[config.mk]
export PLATFORM = sky130hd
export DESIGN_NAME = hicore_wb_arbiter
export DESIGN_NICKNAME = d
export VERILOG_FILES = /design/src/rtl/hicore_wb_arbiter_pkg.sv /design/src/rtl/hicore_wb_fifo.sv /design/src/rtl/hicore_wb_arbiter.sv
export SDC_FILE = /design/constraint.sdc
export NUM_CORES = 1
export LEC_CHECK = 0
export CAP_MARGIN = 20
export CORE_AREA = 3 3 183 167
export DETAILED_ROUTE_END_ITERATION = 8
export DIE_AREA = 0 0 186 170
export PLACE_DENSITY = 0.89
export SYNTH_ARGS = -nofsm -noshare
export SYNTH_HDL_FRONTEND = slang
export SYNTH_HIERARCHICAL = 1
export SYNTH_SLANG_ARGS = --single-unit
[constraint.sdc]
create_clock -name clk -period 7.65 [get_ports clk]
set_input_delay 0.765 -clock clk [delete_from_list [all_inputs] [get_ports clk]]
set_output_delay 0.765 -clock clk [all_outputs]
set_load 0.1 [all_outputs]
[src/rtl/hicore_wb_arbiter_pkg.sv]
// Shared constants for the HiCore write-back arbiter: ROB/payload widths, source count and source indices.
package hicore_wb_arbiter_pkg;

  localparam int HICORE_ROB_PTR_SIZE = 6;
  localparam int HICORE_WB_SIZE      = 32;
  localparam int HICORE_WB_SRC_NUM   = 4;

  typedef enum logic [1:0] {
    WB_SRC_NOP = 2'd0,
    WB_SRC_ALU = 2'd1,
    WB_SRC_LSU = 2'd2,
    WB_SRC_MDU = 2'd3
  } wb_src_e;

  // Round-robin successor of a granted index, wrapping at n.
  function automatic int rr_next(input int idx, input int n);
    return (idx + 1 >= n) ? 0 : idx + 1;
  endfunction

endpackage

[src/rtl/hicore_wb_fifo.sv]
// Per-source write-back buffer: in-order FIFO with wrap-bit pointers and a synchronous clear.
module hicore_wb_fifo #(
  parameter  int DEPTH = 2,
  parameter  int WIDTH = 8,
  localparam int AW    = $clog2(DEPTH)
) (
  input  logic             clk,
  input  logic             rst_n,
  input  logic             wr_en,
  input  logic [WIDTH-1:0] wr_data,
  input  logic             rd_en,
  output logic [WIDTH-1:0] rd_data,
  output logic             empty,
  output logic             full,
  output logic [AW:0]      count,
  input  logic             clear
);

  logic [AW:0]                wr_ptr_q, wr_ptr_d, rd_ptr_q, rd_ptr_d;
  logic [DEPTH-1:0][WIDTH-1:0] mem_q;
  logic                       wr_ok, rd_ok;

  assign empty   = (wr_ptr_q == rd_ptr_q);
  assign full    = (wr_ptr_q[AW] != rd_ptr_q[AW]) && (wr_ptr_q[AW-1:0] == rd_ptr_q[AW-1:0]);
  assign count   = wr_ptr_q - rd_ptr_q;
  assign rd_data = mem_q[rd_ptr_q[AW-1:0]];

  // A read in the same cycle frees the head slot, so a full buffer may still accept.
  assign rd_ok = rd_en & ~empty;
  assign wr_ok = wr_en & (~full | rd_ok);

  always_comb begin
    wr_ptr_d = wr_ptr_q + (AW+1)'(wr_ok);
    rd_ptr_d = rd_ptr_q + (AW+1)'(rd_ok);
    if (clear) begin
      wr_ptr_d = '0;
      rd_ptr_d = '0;
    end
  end

  always_ff @(posedge clk or negedge rst_n) begin
    if (!rst_n) begin
      wr_ptr_q <= '0;
      rd_ptr_q <= '0;
    end else begin
      wr_ptr_q <= wr_ptr_d;
      rd_ptr_q <= rd_ptr_d;
    end
  end

  always_ff @(posedge clk) begin
    if (wr_ok && !clear) mem_q[wr_ptr_q[AW-1:0]] <= wr_data;
  end

`ifndef SYNTHESIS
  a_no_overflow: assert property (@(posedge clk) disable iff (!rst_n)
    !(wr_en && full && !rd_en && !clear));
`endif

endmodule

[src/rtl/hicore_wb_arbiter.sv]
// Round-robin merge of NUM_SRC FU write-back streams onto the registered ROB write-back port.
// Define HICORE_WB_BYPASS_EN to let an empty-buffer source go straight to the output register.
module hicore_wb_arbiter
  import hicore_wb_arbiter_pkg::*;
#(
  parameter int NUM_SRC   = HICORE_WB_SRC_NUM,
  parameter int BUF_DEPTH = 2,
  parameter int PTR_W     = HICORE_ROB_PTR_SIZE,
  parameter int WB_W      = HICORE_WB_SIZE
) (
  input  logic                     clk,
  input  logic                     rst_n,
  input  logic [NUM_SRC-1:0]       src_wb_wen,
  input  logic [NUM_SRC*PTR_W-1:0] src_wb_ptr,
  input  logic [NUM_SRC*WB_W-1:0]  src_wb_info,
  output logic [NUM_SRC-1:0]       src_wb_stall,
  output logic                     rob_wb_wen,
  output logic [PTR_W-1:0]         rob_wb_ptr,
  output logic [WB_W-1:0]          rob_wb_info,
  input  logic                     flush
);

  localparam int ENT_W = PTR_W + WB_W;
  localparam int CNT_W = $clog2(BUF_DEPTH) + 1;
  localparam int SRC_W = (NUM_SRC > 1) ? $clog2(NUM_SRC) : 1;

  logic [NUM_SRC-1:0][ENT_W-1:0] in_ent, head_ent;
  logic [NUM_SRC-1:0][CNT_W-1:0] cnt;
  logic [NUM_SRC-1:0]            empty, full, fifo_wr, fifo_rd, byp_cand, elig, gnt_oh, stall_d;
  logic [NUM_SRC-1:0]            stall_q;
  logic [SRC_W-1:0]              rr_q, rr_d, gnt_idx;
  logic                          gnt_vld;
  logic [ENT_W-1:0]              sel_ent;
  logic                          rob_wen_q;
  logic [PTR_W-1:0]              rob_ptr_q;
  logic [WB_W-1:0]               rob_info_q;

  for (genvar i = 0; i < NUM_SRC; i++) begin : g_src
    logic             wr_acc;
    logic [CNT_W-1:0] cnt_nxt;

    assign in_ent[i] = {src_wb_ptr[i*PTR_W +: PTR_W], src_wb_info[i*WB_W +: WB_W]};
`ifdef HICORE_WB_BYPASS_EN
    // Bypass only from an empty buffer so per-source order is kept.
    assign byp_cand[i] = empty[i] & src_wb_wen[i];
`else
    assign byp_cand[i] = 1'b0;
`endif
    assign elig[i]    = ~flush & (~empty[i] | byp_cand[i]);
    assign fifo_rd[i] = gnt_oh[i] & ~empty[i];
    assign fifo_wr[i] = src_wb_wen[i] & ~flush & ~(gnt_oh[i] & byp_cand[i]);

    // Stall tracks the post-update occupancy; threshold DEPTH-1 leaves one slot for an op already in flight.
    assign wr_acc     = fifo_wr[i] & (~full[i] | fifo_rd[i]);
    assign cnt_nxt    = cnt[i] + CNT_W'(wr_acc) - CNT_W'(fifo_rd[i]);
    assign stall_d[i] = ~flush & (cnt_nxt >= CNT_W'(BUF_DEPTH - 1));

    hicore_wb_fifo #(
      .DEPTH (BUF_DEPTH),
      .WIDTH (ENT_W)
    ) u_fifo (
      .clk     (clk),
      .rst_n   (rst_n),
      .wr_en   (fifo_wr[i]),
      .wr_data (in_ent[i]),
      .rd_en   (fifo_rd[i]),
      .rd_data (head_ent[i]),
      .empty   (empty[i]),
      .full    (full[i]),
      .count   (cnt[i]),
      .clear   (flush)
    );
  end

  // Scan from farthest to nearest so the first eligible source at/after rr_q wins.
  always_comb begin
    int idx;
    idx     = 0;
    gnt_vld = 1'b0;
    gnt_idx = '0;
    for (int k = NUM_SRC - 1; k >= 0; k--) begin
      idx = int'(rr_q) + k;
      if (idx >= NUM_SRC) idx = idx - NUM_SRC;
      if (elig[idx]) begin
        gnt_vld = 1'b1;
        gnt_idx = SRC_W'(idx);
      end
    end
  end

  assign gnt_oh  = gnt_vld ? (NUM_SRC'(1) << gnt_idx) : '0;
  assign sel_ent = byp_cand[gnt_idx] ? in_ent[gnt_idx] : head_ent[gnt_idx];
  assign rr_d    = gnt_vld ? SRC_W'(rr_next(int'(gnt_idx), NUM_SRC)) : rr_q;

  always_ff @(posedge clk or negedge rst_n) begin
    if (!rst_n) begin
      rr_q       <= '0;
      rob_wen_q  <= 1'b0;
      rob_ptr_q  <= '0;
      rob_info_q <= '0;
      stall_q    <= '0;
    end else begin
      rr_q      <= rr_d;
      rob_wen_q <= gnt_vld;
      stall_q   <= stall_d;
      if (gnt_vld) {rob_ptr_q, rob_info_q} <= sel_ent;
    end
  end

  assign rob_wb_wen   = rob_wen_q;
  assign rob_wb_ptr   = rob_ptr_q;
  assign rob_wb_info  = rob_info_q;
  assign src_wb_stall = stall_q;

endmodule

## After elaboration in Yosys (flattened, before gate mapping)

Index checks and enable logic that the tools add are counted.

| word-level totals | value |
|---|---|
| register bits | 365 |
| latch bits | 0 |
| memory bits (writable) | 0 |
| ROM bits | 0 |
| input port bits | 159 |
| output and inout port bits | 43 |
| logic and storage cells | 207 |
| memories | 0 |

| operators by class | value |
|---|---|
| add/subtract/negate cells | 28 |
| $mul | 0 |
| divide/modulo/power cells | 0 |
| order comparisons | 26 |
| eq/ne operators | 12 |
| shift-type cells | 1 |
| muxes and demuxes | 61 |
| bitwise operators | 45 |
| reduce and logical (&&, ||, !) cells | 13 |

Operators by type and width:

| operator | count |
|---|---|
| 2-to-1 mux 38 bit | 15 |
| bitwise mux 76 bit | 4 |
| binary-select mux 38 bit (select 2 bit) | 2 |
| demux 38 bit (select 1 bit) | 4 |
| less-than comparator 32 x 4 -> 1 bit (second input constant) | 4 |
| 2-to-1 mux 32 bit | 4 |
| AND 1 bit | 28 |
| 2-to-1 mux 2 bit | 13 |
| adder 2 x 1 -> 2 bit | 12 |
| less-than comparator 1 x 2 -> 1 bit (second input constant) | 8 |
| 2-to-1 mux 1 bit | 13 |
| greater-or-equal comparator 3 bit (second input constant) | 4 |
| logical AND 1 bit | 12 |
| subtractor 3 x 3 -> 4 bit (second input constant) | 3 |
| binary-select mux 1 bit (select 2 bit) | 5 |
| NOT 1 bit | 9 |
| equality test 2 bit | 4 |
| greater-or-equal comparator 2 x 1 -> 1 bit (second input constant) | 4 |
| bitwise OR 1 bit | 8 |
| subtractor 2 x 1 -> 2 bit | 4 |
| subtractor 2 bit | 4 |
| adder 2 x 1 -> 3 bit (second input constant) | 2 |
| adder 2 x 2 -> 3 bit (second input constant) | 2 |
| equality test 1 bit | 4 |
| other kinds (8) | 14 |

## Longest topological paths before layout

| logic depth | value |
|---|---|
| depth after elaboration | 19 |
| mapped depth | 18 |
| mapped depth without buffers | 16 |

## Hierarchy

The synthesis kept the hierarchy.

Modules (own cells, without submodules):

| module | instances | cells an instance | area an instance (um^2) | sequential area each (um^2) |
|---|---|---|---|---|
| hicore_wb_fifo | 4 | 143 | 3010.4 | 2382.3 |
| hicore_wb_arbiter | 1 | 381 | 3652.3 | 1126.1 |

## Worst setup path before layout

No wires, ideal clock.

| path | value |
|---|---|
| kind | reg-to-reg |
| from | register g_src[0].u_fifo.rd_ptr_q[0] |
| to | register g_src[3].u_fifo/mem_q[0] (netlist bit), enable pin |
| library setup time | 0.491 ns |
| arrival | 5.354 ns |
| required time | 7.159 ns |
| slack | 1.805 ns |
| stages on the path, launching flop included | 12 |
| path buffers | 2 |
| period minus slack after synthesis | 5.845 ns |
| path through | dfrtp_1 -> ha_1 -> inv_1 -> nor2_1 -> a31oi_1 -> o41ai_2 -> buf_4 -> buf_4 -> ha_1 -> nor3b_1 -> nor2b_1 -> a211oi_1 |

| between the ends | value |
|---|---|
| longest elaborated chain between the ends | 17 |
| elaborated cells on any way between the ends | 30 |
| classes of those cells | 1 x eq/ne; 1 x shift; 21 x mux; 6 x bitwise; 1 x reduce/logical |

RTL lines:

| item | RTL line | text |
|---|---|---|
| start, declared | hicore_wb_fifo.sv:19 | `logic [AW:0] wr_ptr_q, wr_ptr_d, rd_ptr_q, rd_ptr_d;` |
| start signal, assigned | hicore_wb_fifo.sv:47 | `rd_ptr_q <= rd_ptr_d;` |
| equality test 2 bit * | hicore_wb_fifo.sv:23 | `assign empty = (wr_ptr_q == rd_ptr_q);` |
| net empty[0] | hicore_wb_arbiter.sv:29 | `logic [NUM_SRC-1:0] empty, full, fifo_wr, fifo_rd, byp_cand, elig, gnt_oh, stall_d;` |
| NOT 1 bit * | hicore_wb_arbiter.sv:49 | `assign elig[i] = ~flush & (~empty[i] \| byp_cand[i]);` |
| AND 1 bit * | hicore_wb_arbiter.sv:49 |  |
| binary-select mux 1 bit (select 2 bit) | hicore_wb_arbiter.sv:84 | `if (elig[idx]) begin` |
| 2-to-1 mux 1 bit (not written as such) (2 in series) | hicore_wb_arbiter.sv:84 |  |
| 2-to-1 mux 2 bit (4 in series) | hicore_wb_arbiter.sv:84 |  |
| << shifter 1 x 2 -> 4 bit | hicore_wb_arbiter.sv:91 | `assign gnt_oh = gnt_vld ? (NUM_SRC'(1) << gnt_idx) : '0;` |
| 2-to-1 mux 4 bit * | hicore_wb_arbiter.sv:91 |  |
| AND 1 bit * | hicore_wb_arbiter.sv:50 | `assign fifo_rd[i] = gnt_oh[i] & ~empty[i];` |
| net fifo_rd[3] | hicore_wb_arbiter.sv:29 |  |
| AND 1 bit * | hicore_wb_fifo.sv:29 | `assign rd_ok = rd_en & ~empty;` |
| bitwise OR 1 bit * | hicore_wb_fifo.sv:30 | `assign wr_ok = wr_en & (~full \| rd_ok);` |
| AND 1 bit * | hicore_wb_fifo.sv:30 |  |
| logical AND 1 bit * | hicore_wb_fifo.sv:52 | `if (wr_ok && !clear) mem_q[wr_ptr_q[AW-1:0]] <= wr_data;` |
| end signal, assigned by index | hicore_wb_fifo.sv:52 |  |
| end, declared | hicore_wb_fifo.sv:20 | `logic [DEPTH-1:0][WIDTH-1:0] mem_q;` |

Mark *: on every way through the listed nets, which the timed path passes. The rest lies on a longest branch. The select of a mux whose other input is x is not followed.
A chain may end at the register's enable or synchronous reset.

## Worst setup path after layout

| path | value |
|---|---|
| from | register g_src[2].u_fifo.rd_ptr_q[0] |
| to | register g_src[3].u_fifo/mem_q[20] (netlist bit), enable pin |

| between the ends | value |
|---|---|
| longest elaborated chain between the ends | 17 |
| elaborated cells on any way between the ends | 30 |
| classes of those cells | 1 x eq/ne; 1 x shift; 21 x mux; 6 x bitwise; 1 x reduce/logical |

RTL lines:

| item | RTL line |
|---|---|
| start, declared | hicore_wb_fifo.sv:19 |
| start signal, assigned | hicore_wb_fifo.sv:47 |
| equality test 2 bit * | hicore_wb_fifo.sv:23 |
| net empty[2] | hicore_wb_arbiter.sv:29 |
| NOT 1 bit * | hicore_wb_arbiter.sv:49 |
| AND 1 bit * | hicore_wb_arbiter.sv:49 |
| binary-select mux 1 bit (select 2 bit) | hicore_wb_arbiter.sv:84 |
| 2-to-1 mux 1 bit (not written as such) (2 in series) | hicore_wb_arbiter.sv:84 |
| 2-to-1 mux 2 bit (4 in series) | hicore_wb_arbiter.sv:84 |
| << shifter 1 x 2 -> 4 bit | hicore_wb_arbiter.sv:91 |
| 2-to-1 mux 4 bit * | hicore_wb_arbiter.sv:91 |
| AND 1 bit * | hicore_wb_arbiter.sv:50 |
| net fifo_rd[3] | hicore_wb_arbiter.sv:29 |
| AND 1 bit * | hicore_wb_fifo.sv:29 |
| bitwise OR 1 bit * | hicore_wb_fifo.sv:30 |
| AND 1 bit * | hicore_wb_fifo.sv:30 |
| logical AND 1 bit * | hicore_wb_fifo.sv:52 |

Marks and branches as above.

==> flow_summary.yaml <==
timing:
  min_period_ns: 4.78
  hold_viol_final: 0
  rsz0062_at_grt: "false"
  finClkSkew_ns: 0.0103
  final_max_slew_viol_count: 0
  fmax_ghz: 0.209
  setup_tns_ns: 0
  tightest_slew_ns: 1.08
  timing.final.crit_share: 0.625
  slew_headroom: 0.280
  hold_slack_ns: 0.414
  setup_violations: 0
drt:
  first_pass_iters: 5
  wl_um: 34900
  via_count: 8905
  drt_iter0_markers: 790
  ant_nets: 0
  viasPerCell: 5.72
  drc: 0
  wl_per_cell_um: 22.4
global_routing:
  overflow: 0
  grt_use_total: 0.219
  grt_max_degree: 79
  busiest_layer: "met2"
  antenna_found_initial: 0
  gr-usage-met2: 0.345
  met1_usage: 0.313
  first_global_vias: 9107
  gr-usage-met3: 0.0286
  grt_pass1_wl_um: 52500
worst_setup_path:
  required_ns: 7.80
  crit_type: "reg -> reg"
  crit_chain: "buf_4 > ha_1 > inv_1 > nor2_1 > o21bai_1 > a221o_2 > buf_4 > nor2_2 > ha_1 > nor3b_1 > nor2b_1 > a211oi_4 > buf_4"
  critPathMaxFanout: 78
  endpoint_kind: "register"
  cp.buffers_inverters: 4
  arrival_ns: 4.93
  critPathMaxStageDelay_ns: 0.46
  critPathTopFamily: "simple AND/OR/NAND/NOR gates"
  cp-start-kind: "register"
  cp_slowest_cell: "buf_4"
  path_common_cell: "buf_4"
power_and_ir_drop:
  p_per_area_mw_per_mm2: 310
  p_total_mw: 5.96
  leakagePower_nw: 6.56
  ir_drop_uv: 314
die:
  initial_core_util: 0.545
  dieArea_mm2: 0.0316
  core_area_mm2: 0.0288
  ios: 202
  die_h_um: 170
  die_x_um: 186
  rows: 59
clocking:
  cts.repair.resized: 0
  clock_latency_ns: 0.51
  cts_buffers: 37
  clockBufferDepth: 3
  postCtsHoldBufs: 0
  path_clk_slew_ns: 0.06
  post_cts_buffers: 0
  cts_tree: "built"
  h-tree-depth: 2
  root_buffer: "clkbuf_16"
  cts_sinks: 365
logic_synthesis:
  yosysTopAreaCell: "edfxtp_1"
  synth-seq-area-share: 0.679
  synthCells: 953
  ys_async_sr_fraction: 0.167
  synth_common_cells: "edfxtp_1, mux2_2, nor3b_1"
  synth-edff-count: 304
  synth.distinct_cells: 42
  synth.most_common_cell: "edfxtp_1"
  synthTopCellsByArea: "edfxtp_1, mux2_2, dfrtp_1, mux2i_1, nor3b_1"
  ys_ff_latch: 365
  syn_area_mm2: 0.0157
  ys.flop_type: "edfxtp_1"
  yosysWarnings: 6
  syn-mean-instance-area_um2: 16.5
  synth_top_area_frac: 0.582
  synth_fp_nets: 1133
status:
  outcome: "complete, no violations"
placement:
  dp_hpwl_um: 23600
  gp_congestion: 0.902
  io_buffers: 201
min_path:
  hold_path.class: "in -> async"
layout:
  area_growth_pct: 22.5
  diodes: 0
  layout-drive-gt1-share: 0.213
  nets: 1341
  final_util: 0.668
job:
  maxCapViolations: 0
## power breakdown
part	switching, mW	total, mW	internal [mW]
sequential	0.137	2.45	2.31
clock	0.710	1.73	1.02
combinational	1.29	1.77	0.487
## state kept, by name, indices dropped and copies added, names as in the netlist
name and flops:
rob_wb_info 32, rr_q 2, rob_wb_ptr 6, g_src.u_fifo/rd_ptr_q 8
rob_wb_wen 1, g_src.u_fifo/wr_ptr_q 8, src_wb_stall 4, g_src.u_fifo/mem_q 304
## per-stage QoR
step,instance area [µm²],cells,worst slack (ns)
floorplan,15700,953,1.81
global placement,18000,1488,3.12
detailed placement,18000,1488,2.93
CTS,19200,1556,2.88
global route,19200,1556,2.56
finish,19200,1556,2.87
## area by class of cell
| type | instances | area (µm²) |
|---|---|---|
| Timing Repair Buffer | 220 | 2150 |
| Multi-Input combinational cell | 518 | 4710 |
| Sequential cell | 365 | 10700 |
| Clock inverter | 17 | 144 |
| Fill cell | 1876 | 9560 |
| Tap cell | 366 | 458 |
| Clock buffer | 51 | 1040 |
| Inverter | 19 | 71.3 |
## per-layer routing
metal	vias up	wire, µm
li1	4018	-
met1	4493	14900
met2	320	16600
met3	74	2040
met4	0	1420
met5	-	0
## layout by cell type (no fill, tap or decap), drive strengths merged, types with 2 or more instances in the layout
| cell type | instances |
|---|---|
| o211ai | 37 |
| xnor2 | 16 |
| buf | 20 |
| nand3 | 2 |
| nor2b | 19 |
| xor2 | 8 |
| a21boi | 4 |
| clkbuf | 51 |
| nor3b | 76 |
| o21ai | 10 |
| o21a | 4 |
| dfrtp | 61 |
| clkinv | 12 |
| bufinv | 2 |
| nor4 | 2 |
| mux2i | 75 |
| nor2 | 22 |
| clkdlybuf4s50 | 200 |
| a211oi | 10 |
| ha | 21 |
| edfxtp | 304 |
| and2 | 4 |
| clkinvlp | 2 |
| nand2 | 44 |
| inv | 20 |
| mux2 | 152 |
| nand2b | 4 |
## cell families (layout without fill, tap and decap cells)
kind of cell | count (synthesis) | count (layout) | synth area share
flops | 365 | 365 | 0.679
buf+inv | 70 | 307 | 0.0295
mux | 227 | 227 | 0.157
simple gates | 174 | 174 | 0.0657
compound gates | 72 | 72 | 0.0369
xor+xnor | 24 | 24 | 0.0153
fa+ha+maj | 21 | 21 | 0.0167
## worst paths after layout
path | start | end | slack (ns) | cells past startpoint
worst max-delay path | g_src[2].u_fifo/rd_ptr_q[0] | g_src[3].u_fifo/mem_q[20] | 2.87 | 13
worst min-delay path | rst_n | g_src[2].u_fifo/wr_ptr_q[1] | 0.41 | 2
worst max register to register | g_src[2].u_fifo/rd_ptr_q[0] | g_src[3].u_fifo/mem_q[20] | 2.87 | 13
worst min register to register | rob_wb_info[22] | rob_wb_info[22] | 0.52 | 2
max in group asynchronous | rst_n | rob_wb_info[21] | 6.70 | 2
min in group clk | rob_wb_info[22] | rob_wb_info[22] | 0.52 | 2
Note: power is estimated with default switching activity, not from simulation.
